`config.mk`:
```
export PLATFORM = sky130hd
export DESIGN_NAME = stm32_iq_link
export DESIGN_NICKNAME = d
export VERILOG_FILES = /design/src/rtl/stm32_iq_link.sv
export SDC_FILE = /design/constraint.sdc
export NUM_CORES = 1
export LEC_CHECK = 0
export ABC_AREA = 1
export CAP_MARGIN = 20
export CORE_MARGIN = 3
export CORE_UTILIZATION = 53
export DETAILED_ROUTE_END_ITERATION = 16
export GPL_ROUTABILITY_DRIVEN = 0
export GPL_TIMING_DRIVEN = 0
export HOLD_SLACK_MARGIN = 0.03
export PLACE_DENSITY_LB_ADDON = 0.05
export RECOVER_POWER = 100
export SLEW_MARGIN = 20
export SYNTH_ARGS = -nofsm -noshare
export SYNTH_HDL_FRONTEND = slang
export SYNTH_SLANG_ARGS = --single-unit
```
`constraint.sdc`:
```
create_clock -name clk_in -period 2.8 [get_ports clk_in]
set_input_delay 0.28 -clock clk_in [delete_from_list [all_inputs] [get_ports clk_in]]
set_output_delay 0.28 -clock clk_in [all_outputs]
set_load 0.05 [all_outputs]
```
`src/rtl/stm32_iq_link.sv`:
```
// -----------------------------------------------------------------------------
// stm32_iq_link
//
// Byte-wide command/data link between an STM32 MCU and the FPGA IQ datapath.
// A DATA_SYNC strobe carries a command byte. The command selects one of:
//   0x00 bus echo test, 0x03 TX IQ receive, 0x04 RX IQ stream,
//   0x09 set RX channel mask, 0x0A status readout.
// Any other code returns the link to IDLE.
//
// Ports
//   clk_in        single clock for all logic
//   reset_n       synchronous, active-low reset
//   DATA_SYNC     command strobe (DATA_BUS_IN holds the command byte)
//   DATA_BUS_IN   MCU -> FPGA byte
//   DATA_BUS_OUT  FPGA -> MCU byte (registered)
//   DATA_BUS_OE   1 = FPGA drives the bus (tristate buffer lives at top level)
//   RX_I, RX_Q    packed signed RX samples, channel 0 in the LSBs
//   rx_valid      one-cycle strobe, a new RX sample set is present
//   TX_I, TX_Q    signed TX samples assembled from the MCU bytes
//   tx_iq_valid   one-cycle pulse when TX_I/TX_Q update
//   iq_overrun    sticky RX overrun flag
//   state_debug   current FSM state encoding
//
// State encoding (state_debug):
//   0 IDLE, 1 TEST_RD, 2 TEST_WR, 3 TX_RCV, 4 RX_STREAM, 5 SET_MASK, 6 STATUS
//
// Output timing: DATA_BUS_OUT is computed one cycle ahead. The byte that
// belongs to a state cycle is therefore already on the bus during that cycle.
// For example, the first RX byte is visible in the first RX_STREAM cycle,
// and status byte 0 in the first STATUS cycle.
// -----------------------------------------------------------------------------
module stm32_iq_link #(
  parameter int NUM_RX       = 2,
  parameter int SAMPLE_BYTES = 3
) (
  input  logic                             clk_in,
  input  logic                             reset_n,
  input  logic                             DATA_SYNC,
  input  logic [7:0]                       DATA_BUS_IN,
  output logic [7:0]                       DATA_BUS_OUT,
  output logic                             DATA_BUS_OE,
  input  logic [NUM_RX*8*SAMPLE_BYTES-1:0] RX_I,
  input  logic [NUM_RX*8*SAMPLE_BYTES-1:0] RX_Q,
  input  logic                             rx_valid,
  output logic [8*SAMPLE_BYTES-1:0]        TX_I,
  output logic [8*SAMPLE_BYTES-1:0]        TX_Q,
  output logic                             tx_iq_valid,
  output logic                             iq_overrun,
  output logic [3:0]                       state_debug
);

  localparam int SW = 8 * SAMPLE_BYTES;
  localparam int NB = 2 * SAMPLE_BYTES;            // bytes per channel (Q + I)
  localparam logic [2:0] IDX_LAST = 3'(NB - 1);
  localparam logic [NUM_RX-1:0] MASK_ONE = NUM_RX'(1);
  localparam logic [3:0] NRX4 = 4'(NUM_RX);
  localparam logic [3:0] SB4  = 4'(SAMPLE_BYTES);

  localparam logic [7:0] CMD_TEST   = 8'h00;
  localparam logic [7:0] CMD_TX     = 8'h03;
  localparam logic [7:0] CMD_RX     = 8'h04;
  localparam logic [7:0] CMD_MASK   = 8'h09;
  localparam logic [7:0] CMD_STATUS = 8'h0A;

  typedef enum logic [3:0] {
    S_IDLE      = 4'd0,
    S_TEST_RD   = 4'd1,
    S_TEST_WR   = 4'd2,
    S_TX_RCV    = 4'd3,
    S_RX_STREAM = 4'd4,
    S_SET_MASK  = 4'd5,
    S_STATUS    = 4'd6
  } state_t;

  // ---------------------------------------------------------------------------
  // Helper functions
  // ---------------------------------------------------------------------------
  function automatic state_t decode_cmd(input logic [7:0] c);
    state_t s;
    case (c)
      CMD_TEST:   s = S_TEST_RD;
      CMD_TX:     s = S_TX_RCV;
      CMD_RX:     s = S_RX_STREAM;
      CMD_MASK:   s = S_SET_MASK;
      CMD_STATUS: s = S_STATUS;
      default:    s = S_IDLE;
    endcase
    return s;
  endfunction

  // Lowest enabled channel.
  function automatic logic [1:0] first_en(input logic [NUM_RX-1:0] m);
    logic [1:0] r;
    r = 2'd0;
    for (int c = NUM_RX - 1; c >= 0; c--) begin
      if (m[c]) r = 2'(c);
    end
    return r;
  endfunction

  // Next enabled channel above ch, wrapping to the lowest enabled one.
  function automatic logic [1:0] next_en(input logic [NUM_RX-1:0] m, input logic [1:0] ch);
    logic [1:0] r;
    logic       found;
    r     = first_en(m);
    found = 1'b0;
    for (int c = 0; c < NUM_RX; c++) begin
      if (!found && m[c] && (2'(c) > ch)) begin
        r     = 2'(c);
        found = 1'b1;
      end
    end
    return r;
  endfunction

  // True when no enabled channel lies above ch.
  function automatic logic is_last(input logic [NUM_RX-1:0] m, input logic [1:0] ch);
    logic last;
    last = 1'b1;
    for (int c = 0; c < NUM_RX; c++) begin
      if (m[c] && (2'(c) > ch)) last = 1'b0;
    end
    return last;
  endfunction

  // Byte b (0..NB-1) of channel ch in frame order: Q then I, MSB first.
  function automatic logic [7:0] pick_byte(input logic [NUM_RX*SW-1:0] iv,
                                           input logic [NUM_RX*SW-1:0] qv,
                                           input logic [1:0]           ch,
                                           input logic [2:0]           b);
    logic [SW-1:0] s;
    logic [7:0]    r;
    int            pos;
    s = '0;
    r = '0;
    for (int c = 0; c < NUM_RX; c++) begin
      if (ch == 2'(c)) s = (int'(b) < SAMPLE_BYTES) ? qv[c*SW +: SW] : iv[c*SW +: SW];
    end
    pos = (int'(b) < SAMPLE_BYTES) ? (SAMPLE_BYTES - 1 - int'(b)) : (NB - 1 - int'(b));
    for (int k = 0; k < SAMPLE_BYTES; k++) begin
      if (pos == k) r = s[k*8 +: 8];
    end
    return r;
  endfunction

  // ---------------------------------------------------------------------------
  // Registers
  // ---------------------------------------------------------------------------
  state_t                  state_reg, state_next;
  logic [7:0]              data_out_reg, data_out_next;
  logic                    oe_reg, oe_next;
  logic [2:0]              idx_reg, idx_next;
  logic [1:0]              ch_reg, ch_next;
  logic [NUM_RX-1:0]       rx_mask_reg, rx_mask_next;
  logic [NUM_RX-1:0]       act_mask_reg, act_mask_next;
  logic [NUM_RX*SW-1:0]    snap_i_reg, snap_q_reg;
  logic [2*SW-9:0]         tx_sh_reg, tx_sh_next;
  logic [SW-1:0]           tx_i_reg, tx_i_next, tx_q_reg, tx_q_next;
  logic                    tx_valid_reg, tx_valid_next;
  logic                    ovr_reg, ovr_next;
  logic                    stale_reg, stale_next;
  logic [1:0]              rv_cnt_reg, rv_cnt_next;

  logic                    snap_en;      // capture RX_I/RX_Q this cycle
  logic                    frame_snap;   // snapshot at a frame boundary
  logic                    status_clr;   // status byte 0 loaded this cycle
  logic                    frame_end;
  logic [NUM_RX-1:0]       entry_mask;
  logic [2*SW-1:0]         tx_full;
  logic [1:0]              cnt_eff;
  logic [3:0]              mask4;
  logic [7:0]              status0, status1, status2;

  // An empty mask streams channel 0 alone.
  assign entry_mask = (rx_mask_reg == '0) ? MASK_ONE : rx_mask_reg;
  assign frame_end  = (idx_reg == IDX_LAST) && is_last(act_mask_reg, ch_reg);
  assign tx_full    = {tx_sh_reg, DATA_BUS_IN};

  genvar gi;
  generate
    for (gi = 0; gi < 4; gi++) begin : g_mask4
      if (gi < NUM_RX) begin : g_bit
        assign mask4[gi] = rx_mask_reg[gi];
      end else begin : g_pad
        assign mask4[gi] = 1'b0;
      end
    end
  endgenerate

  assign status0 = {6'b0, stale_reg, ovr_reg};
  assign status1 = {4'b0, mask4};
  assign status2 = {NRX4, SB4};

  // ---------------------------------------------------------------------------
  // FSM: state register
  // ---------------------------------------------------------------------------
  always_ff @(posedge clk_in) begin
    if (!reset_n) state_reg <= S_IDLE;
    else          state_reg <= state_next;
  end

  // ---------------------------------------------------------------------------
  // FSM: next-state logic (DATA_SYNC preempts every state)
  // ---------------------------------------------------------------------------
  always_comb begin
    state_next = state_reg;
    if (DATA_SYNC) begin
      state_next = decode_cmd(DATA_BUS_IN);
    end else begin
      case (state_reg)
        S_TEST_RD:  state_next = S_TEST_WR;
        S_TEST_WR:  state_next = S_TEST_RD;
        S_TX_RCV:   if (idx_reg == IDX_LAST) state_next = S_IDLE;
        S_SET_MASK: state_next = S_IDLE;
        S_STATUS:   if (idx_reg == 3'd2) state_next = S_IDLE;
        default:    state_next = state_reg;
      endcase
    end
  end

  // ---------------------------------------------------------------------------
  // FSM: output / datapath next values
  // ---------------------------------------------------------------------------
  always_comb begin
    data_out_next = data_out_reg;
    oe_next       = oe_reg;
    idx_next      = idx_reg;
    ch_next       = ch_reg;
    rx_mask_next  = rx_mask_reg;
    act_mask_next = act_mask_reg;
    tx_sh_next    = tx_sh_reg;
    tx_i_next     = tx_i_reg;
    tx_q_next     = tx_q_reg;
    tx_valid_next = 1'b0;
    snap_en       = 1'b0;
    frame_snap    = 1'b0;
    status_clr    = 1'b0;

    if (DATA_SYNC) begin
      idx_next = 3'd0;
      case (DATA_BUS_IN)
        CMD_RX: begin
          // The mask is frozen here, so a later 0x09 only affects the next stream.
          oe_next       = 1'b1;
          snap_en       = 1'b1;
          act_mask_next = entry_mask;
          ch_next       = first_en(entry_mask);
          data_out_next = pick_byte(RX_I, RX_Q, first_en(entry_mask), 3'd0);
        end
        CMD_STATUS: begin
          // Flags are read and cleared on the same edge, so no event is lost.
          oe_next       = 1'b1;
          data_out_next = status0;
          status_clr    = 1'b1;
        end
        default: oe_next = 1'b0;
      endcase
    end else begin
      case (state_reg)
        S_TEST_RD: begin
          data_out_next = DATA_BUS_IN;
          oe_next       = 1'b1;
        end
        S_TEST_WR: oe_next = 1'b0;
        S_TX_RCV: begin
          if (idx_reg == IDX_LAST) begin
            tx_q_next     = tx_full[2*SW-1:SW];
            tx_i_next     = tx_full[SW-1:0];
            tx_valid_next = 1'b1;
            idx_next      = 3'd0;
          end else begin
            tx_sh_next = tx_full[2*SW-9:0];
            idx_next   = idx_reg + 3'd1;
          end
        end
        S_SET_MASK: rx_mask_next = DATA_BUS_IN[NUM_RX-1:0];
        S_RX_STREAM: begin
          if (frame_end) begin
            // The last byte is on the bus. Take a fresh snapshot now, and
            // preload the next frame's first byte straight from the live inputs.
            snap_en       = 1'b1;
            frame_snap    = 1'b1;
            ch_next       = first_en(act_mask_reg);
            idx_next      = 3'd0;
            data_out_next = pick_byte(RX_I, RX_Q, first_en(act_mask_reg), 3'd0);
          end else if (idx_reg == IDX_LAST) begin
            ch_next       = next_en(act_mask_reg, ch_reg);
            idx_next      = 3'd0;
            data_out_next = pick_byte(snap_i_reg, snap_q_reg, next_en(act_mask_reg, ch_reg), 3'd0);
          end else begin
            idx_next      = idx_reg + 3'd1;
            data_out_next = pick_byte(snap_i_reg, snap_q_reg, ch_reg, idx_reg + 3'd1);
          end
        end
        S_STATUS: begin
          case (idx_reg)
            3'd0: begin
              data_out_next = status1;
              idx_next      = 3'd1;
            end
            3'd1: begin
              data_out_next = status2;
              idx_next      = 3'd2;
            end
            default: begin
              oe_next  = 1'b0;
              idx_next = 3'd0;
            end
          endcase
        end
        default: oe_next = 1'b0;
      endcase
    end
  end

  // rx_valid strobes seen since the last snapshot, saturating at 2. A strobe
  // in the snapshot cycle belongs to the sample being captured. The entry
  // snapshot starts a fresh interval, so only frame snapshots judge the
  // overrun and stale conditions.
  assign cnt_eff     = (rv_cnt_reg == 2'd2) ? 2'd2 : (rv_cnt_reg + {1'b0, rx_valid});
  assign rv_cnt_next = snap_en ? 2'd0 : cnt_eff;
  assign ovr_next    = (frame_snap && (cnt_eff == 2'd2)) | (ovr_reg & ~status_clr);
  assign stale_next  = (frame_snap && (cnt_eff == 2'd0)) | (stale_reg & ~status_clr);

  // ---------------------------------------------------------------------------
  // Datapath registers
  // ---------------------------------------------------------------------------
  always_ff @(posedge clk_in) begin
    if (!reset_n) begin
      data_out_reg <= '0;
      oe_reg       <= 1'b0;
      idx_reg      <= '0;
      ch_reg       <= '0;
      rx_mask_reg  <= '1;
      act_mask_reg <= '1;
      snap_i_reg   <= '0;
      snap_q_reg   <= '0;
      tx_sh_reg    <= '0;
      tx_i_reg     <= '0;
      tx_q_reg     <= '0;
      tx_valid_reg <= 1'b0;
      ovr_reg      <= 1'b0;
      stale_reg    <= 1'b0;
      rv_cnt_reg   <= '0;
    end else begin
      data_out_reg <= data_out_next;
      oe_reg       <= oe_next;
      idx_reg      <= idx_next;
      ch_reg       <= ch_next;
      rx_mask_reg  <= rx_mask_next;
      act_mask_reg <= act_mask_next;
      if (snap_en) begin
        snap_i_reg <= RX_I;
        snap_q_reg <= RX_Q;
      end
      tx_sh_reg    <= tx_sh_next;
      tx_i_reg     <= tx_i_next;
      tx_q_reg     <= tx_q_next;
      tx_valid_reg <= tx_valid_next;
      ovr_reg      <= ovr_next;
      stale_reg    <= stale_next;
      rv_cnt_reg   <= rv_cnt_next;
    end
  end

  assign DATA_BUS_OUT = data_out_reg;
  assign DATA_BUS_OE  = oe_reg;
  assign TX_I         = tx_i_reg;
  assign TX_Q         = tx_q_reg;
  assign tx_iq_valid  = tx_valid_reg;
  assign iq_overrun   = ovr_reg;
  assign state_debug  = state_reg;

endmodule

```
* Word-level counts from Yosys, hierarchy flattened *
Index checks and enable logic that the tools add are counted.

word-level totals
  register bits after elaboration = 211
  RAM bits = 0
  memories kept = 0
  bits in latches = 0
  bits of input ports = 108
  memory bits (read-only) = 0

operators by class
  bitwise operators = 9
  equal/unequal tests = 28
  $add $sub $neg = 4
  mux-type cells = 68
  $mul = 0
  divide/modulo/power cells = 0
  shift-type cells = 0
  reductions and logical operators = 36
  order comparisons = 3

operators with widths
  operator                                                          count
  24-bit 2-to-1 mux                                                 10
  8-bit 2-to-1 mux                                                  6
  2-bit 2-to-1 mux                                                  18
  32-bit by 2-bit == test with 1-bit output, second input constant  1
  32-bit by 3-bit == test with 1-bit output, second input constant  1
  32-bit logical NOT                                                1
  32-bit 2-to-1 mux                                                 1
  8-bit one-hot mux with 2 select lines                             2
  8-bit one-hot mux with 3 select lines                             1
  1-bit 2-to-1 mux                                                  20
  4-bit one-hot mux with 5 select lines                             1
  8-bit by 4-bit == test with 1-bit output, second input constant   2
  3-bit one-hot mux with 5 select lines                             1
  3-bit AND reduction                                               5
  4-bit by 3-bit == test with 1-bit output, second input constant   3
  2-bit logical NOT                                                 6
  4-bit 2-to-1 mux                                                  3
  3-bit != test, second input constant                              3
  3-bit one-hot mux with 3 select lines                             1
  2-bit by 1-bit == test with 1-bit output, second input constant   4
  4-bit by 2-bit == test with 1-bit output, second input constant   2
  8-bit by 2-bit == test with 1-bit output, second input constant   1
  8-bit by 3-bit == test with 1-bit output, second input constant   1
  8-bit logical NOT                                                 1
  30 further kinds                                                  53

* Longest topological paths before layout *
  depth in word-level cells = 23
  mapped depth = 20
  depth with buffers taken out = 19

* Worst setup path before layout *
Ideal clock, no wire load.

  path type = flip-flop to flip-flop
  start = register idx_reg[0]
  end = register data_out_reg[3] (netlist: DATA_BUS_OUT[3])
  required time = 2.730 ns
  period minus slack after synthesis = 2.478 ns
  library setup time = 0.070 ns
  arrival = 2.408 ns
  slack = 0.322 ns
  stages on the path, launching flop included = 19
  path buffers = 1
  path through = dfxtp_1 ha_1 inv_1 nand2_1 nand2_2 buf_2 ha_1 or2_2 nand2_2 nand2_4 nor2_4 inv_2 nor2_1 nor2_1 nand2_1 nand2_1 nand2_1 nand2_1 a21oi_1

on the way
  word-level cells in the longest chain between the ends = 12
  elaborated cells between the ends (all ways) = 25
  those cells by class = add/sub: 3; order compare: 1; eq/ne: 5; mux: 12; reduce/logical: 4

RTL lines
  element                                                                                               line  source
  start: declaration                                                                                    152   logic [2:0] idx_reg, idx_next;
  start signal: assignment                                                                              348   idx_reg <= idx_next;
  parallel branches: the longest is 12 deep, another holds 3-bit by 3-bit subtractor with 4-bit output  --
  end signal: assignment                                                                                346   data_out_reg <= data_out_next;
  end: declaration                                                                                      150   logic [7:0] data_out_reg, data_out_next;

Parallel ways; which one is timed is not known.
A chain may end at the register's enable or synchronous reset.

* Worst setup path after layout *
  start = register idx_reg[1]
  end = register data_out_reg[1] (netlist: DATA_BUS_OUT[1])

The elaborated chain is that of the path after synthesis.

==> results.ini <==
[die]
die_w_um = 139
coreArea_um2 = 16900
start_util_pct = 55.3
std_cell_rows = 47
io_pins = 171
chipHeight_um = 139
die_area_um2 = 19200

[critical_path]
startpoint = idx_reg[1]
crit_family = simple AND/OR/NAND/NOR gates
critPathRequiredTime_ns = 3.25
rr_startpoint = idx_reg[1]
cp_num_cells = 16
cp_slowest_stage_delay_ns = 0.37
path_buf_inv = 2
worst_path_most_repeated_cell = nand2_1
crit_end = DATA_BUS_OUT[1]
critPathLaunchType = register
slowest_stage = dfxtp_4
cp.arrival_ns = 3.10
r2r_end = DATA_BUS_OUT[1]
crit_chain = ha_4, inv_1, nand2_1, nand2_4, buf_6, ha_2, or2_2, nand2_2, nand2_4, nor3_1, nand2_1, nand2_1, nor2_1, o21ai_1, nand2_1, a21oi_2
r2r_cells = 16
ff2ff_setup_slack_ns = 0.15
crit_type = register to register
worst_setup_path_end_kind = register
path_max_fanout = 10

[yosys]
synth_ff_type = dfxtp_1
synth_area_leader_cell = dfxtp_1
synthArstFlopShare_pct = 0
yosysTopAreaCellShare_pct = 44.8
synth.area.top_cells = dfxtp_1 45%, nor2_1 13%, o21ai_0 9.4%
syn_nets = 1455
ys_types = 42
ys_ff_latch = 209
netlist_instances = 1339
synth_edf_count = 0
syn_area_um2 = 9330
synth_warnings = 0
syn_area_per_cell_um2 = 6.97
yosysSeqAreaShare_pct = 44.8

[finish]
stdcell_count = 1774
layout.nets = 1654
final_area_um2 = 12200
syn_to_final_growth_pct = 30.6
layout-drive-gt1-share_pct = 7.46
num_antenna_cells = 0

[power_and_ir_drop]
switchingPower_mw = 1.60
p_int_mw = 5.28
p_total_mw = 6.88
p_per_area_nw_per_um2 = 564
swShare_pct = 23.2
p_clk_share_pct = 47.4
leakagePower_nw = 5.29
power_frac_seq_pct = 44.1
peakVddDrop_v = 0.000548
p_comb_share_pct = 8.5

[place]
dpl_worst_slack_ns = -0.194
dp.cells = 1727
placed_area_um2 = 11300
io_buffers = 168
dpl.hpwl_um = 21700

[cts]
h-tree-depth = 1
cts_made_buffers = 22
clk_latency_ns = 0.52
cts-root-buf = clkbuf_16
clkTransAtPathRegs_ns = 0.06
hold_buffers = 0
clk_path_buf_depth = 3
cts_tree = yes
cts_sinks = 209

[sta]
hold_viol = 0
drv_slew = 0
fmax_ghz = 0.377
relSlewSlack_pct = 56.0
rsz0062_at_grt = false
tightest_slew_ns = 0.660
finalSetupTns_ns = 0
finalSetupViolations = 0
fin_crit_sh_pct = 94.7
worst_slack_ns = 0.148
skew_ns = 0.00922
period_needed_ns = 2.65

[global_routing]
grt_max_degree = 15
grt_pass1_vias = 9434
grt-ovfl-total = 0
grtUsageTotal_pct = 30.1
antenna_found_initial = 0
grt_pass1_wl_um = 48000

[drt]
drc_errors = 0
drt_iter0_drc = 767
wl_per_cell_um = 16.8
routed_via_density = 5.46
routed-via-count = 9693
drt-total-wl_um = 29700
antenna_left = 0
firstDrtPassIters = 5

[status]
run_status = finished, final reports clean

[run]
max_cap_viol_count = 0

[min_path]
hp-class = primary input to register

[Yosys cell counts (3+ instances only)]
cell	count
buf_4	6
nor2_1	312
dfxtp_1	209
nand3_1	70
buf_6	3
o311ai_0	6
nand2_1	188
o21ai_0	175
inv_2	13
nor3_1	8
nor2_4	4
buf_2	33
o211ai_1	11
nor3_2	3
clkbuf_1	40
nand4_1	3
buf_1	4
a211oi_1	7
nand2_2	5
a31oi_1	3
ha_1	8
a21oi_1	89
inv_1	86
o21ai_1	28
[worst min-delay path by stage]
| stage | startpoint | to | slack [ns] | cells after the start |
|---|---|---|---|---|
| floorplan | DATA_BUS_IN[0] | rx_mask_reg[0] | 0.41 | 2 |
| global placement | snap_i_reg[3] | snap_i_reg[3] | 0.44 | 2 |
| detailed placement | snap_i_reg[1] | snap_i_reg[1] | 0.45 | 2 |
| CTS | RX_Q[24] | snap_q_reg[24] | 0.37 | 3 |
| global route | RX_Q[14] | snap_q_reg[14] | 0.39 | 3 |
| finish | RX_Q[14] | snap_q_reg[14] | 0.37 | 3 |
[cells in the final DEF, fill, tap and decap left out, types with 4 or more instances in the layout]
cell type        netlist  routed
nor2_1               312     310
dfxtp_1              209     207
o21ai_0              175     189
nand2_1              188     188
clkdlybuf4s50_1        0     105
a21oi_1               89      89
inv_1                 86      88
nand3_1               70      70
dlygate4sd3_1          0      63
clkbuf_1              40      51
clkbuf_16              0      22
buf_2                 33      17
o21ai_1               28      13
buf_4                  6      11
o211ai_1              11      11
nor3_1                 8      11
inv_2                 13      10
clkbuf_8               0       8
a211oi_1               7       7
o311ai_0               6       6
ha_1                   8       6
clkbuf_2               0       5
nand2_2                5       4
buf_6                  3       4
buf_1                  4       4
nor2_4                 4       4
bufinv_16              0       4
clkinv_2               0       4
[routing by layer]
layer	up-vias	routed length (um)	track usage, %
li1	4745	-	-
met1	4437	12200	38.2
met2	429	14000	51.3
met3	82	2450	5.66
met4	0	1150	11.2
met5	-	0	0
[tightest hold or removal path: cells and delay by family]
kind	cells	cell delay (ns)
buffers and inverters	1	0.40
AO/OA/AOI/OAI	1	0.12
AND/OR/NAND/NOR	1	0.04
[per-stage QoR]
step	hold slack [ns]	utilization (%)
3_3_place_gp	0.443	66.9
6_report	0.373	72.2
5_1_grt	0.394	72.2
3_5_place_dp	0.449	66.9
2_1_floorplan	0.410	-
4_1_cts	0.374	71.9
[logic make-up after synthesis]
group | after synthesis | share of synthesized area, %
compound gates | 326 | 18.5
mux | 2 | 0.215
flops | 209 | 44.8
simple gates | 606 | 26.9
other cells | 1 | 0.0402
buf+inv | 187 | 8.45
fa+ha+maj | 8 | 1.07
[what timing repair did]
item | in CTS | in global routing
endpoints found under the setup margin | 8 | 8
gates resized for setup | 10 | 9
buffers inserted | 0 | 7
pin swaps | 0 | 5
[power groups by stage]
| stage | sequential [mW] | combinational (mW) | clock (mW) |
|---|---|---|---|
| floorplan | 3.13 | 0.263 | 0 |
| global placement | 3.10 | 0.569 | 0 |
| detailed placement | 3.10 | 0.572 | 0 |
| CTS | 3.03 | 0.580 | 3.28 |
| global route | 3.03 | 0.636 | 3.38 |
| finish | 3.03 | 0.585 | 3.26 |
[area by class of cell]
cell class | count | area [um^2]
sequential | 209 | 4190
inverter | 101 | 382
clock inverter | 10 | 164
tap | 220 | 275
multi-input combinational | 943 | 4370
timing repair buffer | 175 | 1750
buffer | 86 | 399
clock buffer | 30 | 661
fill | 1440 | 4690
No activity file was read; power rests on OpenSTA's default activity.
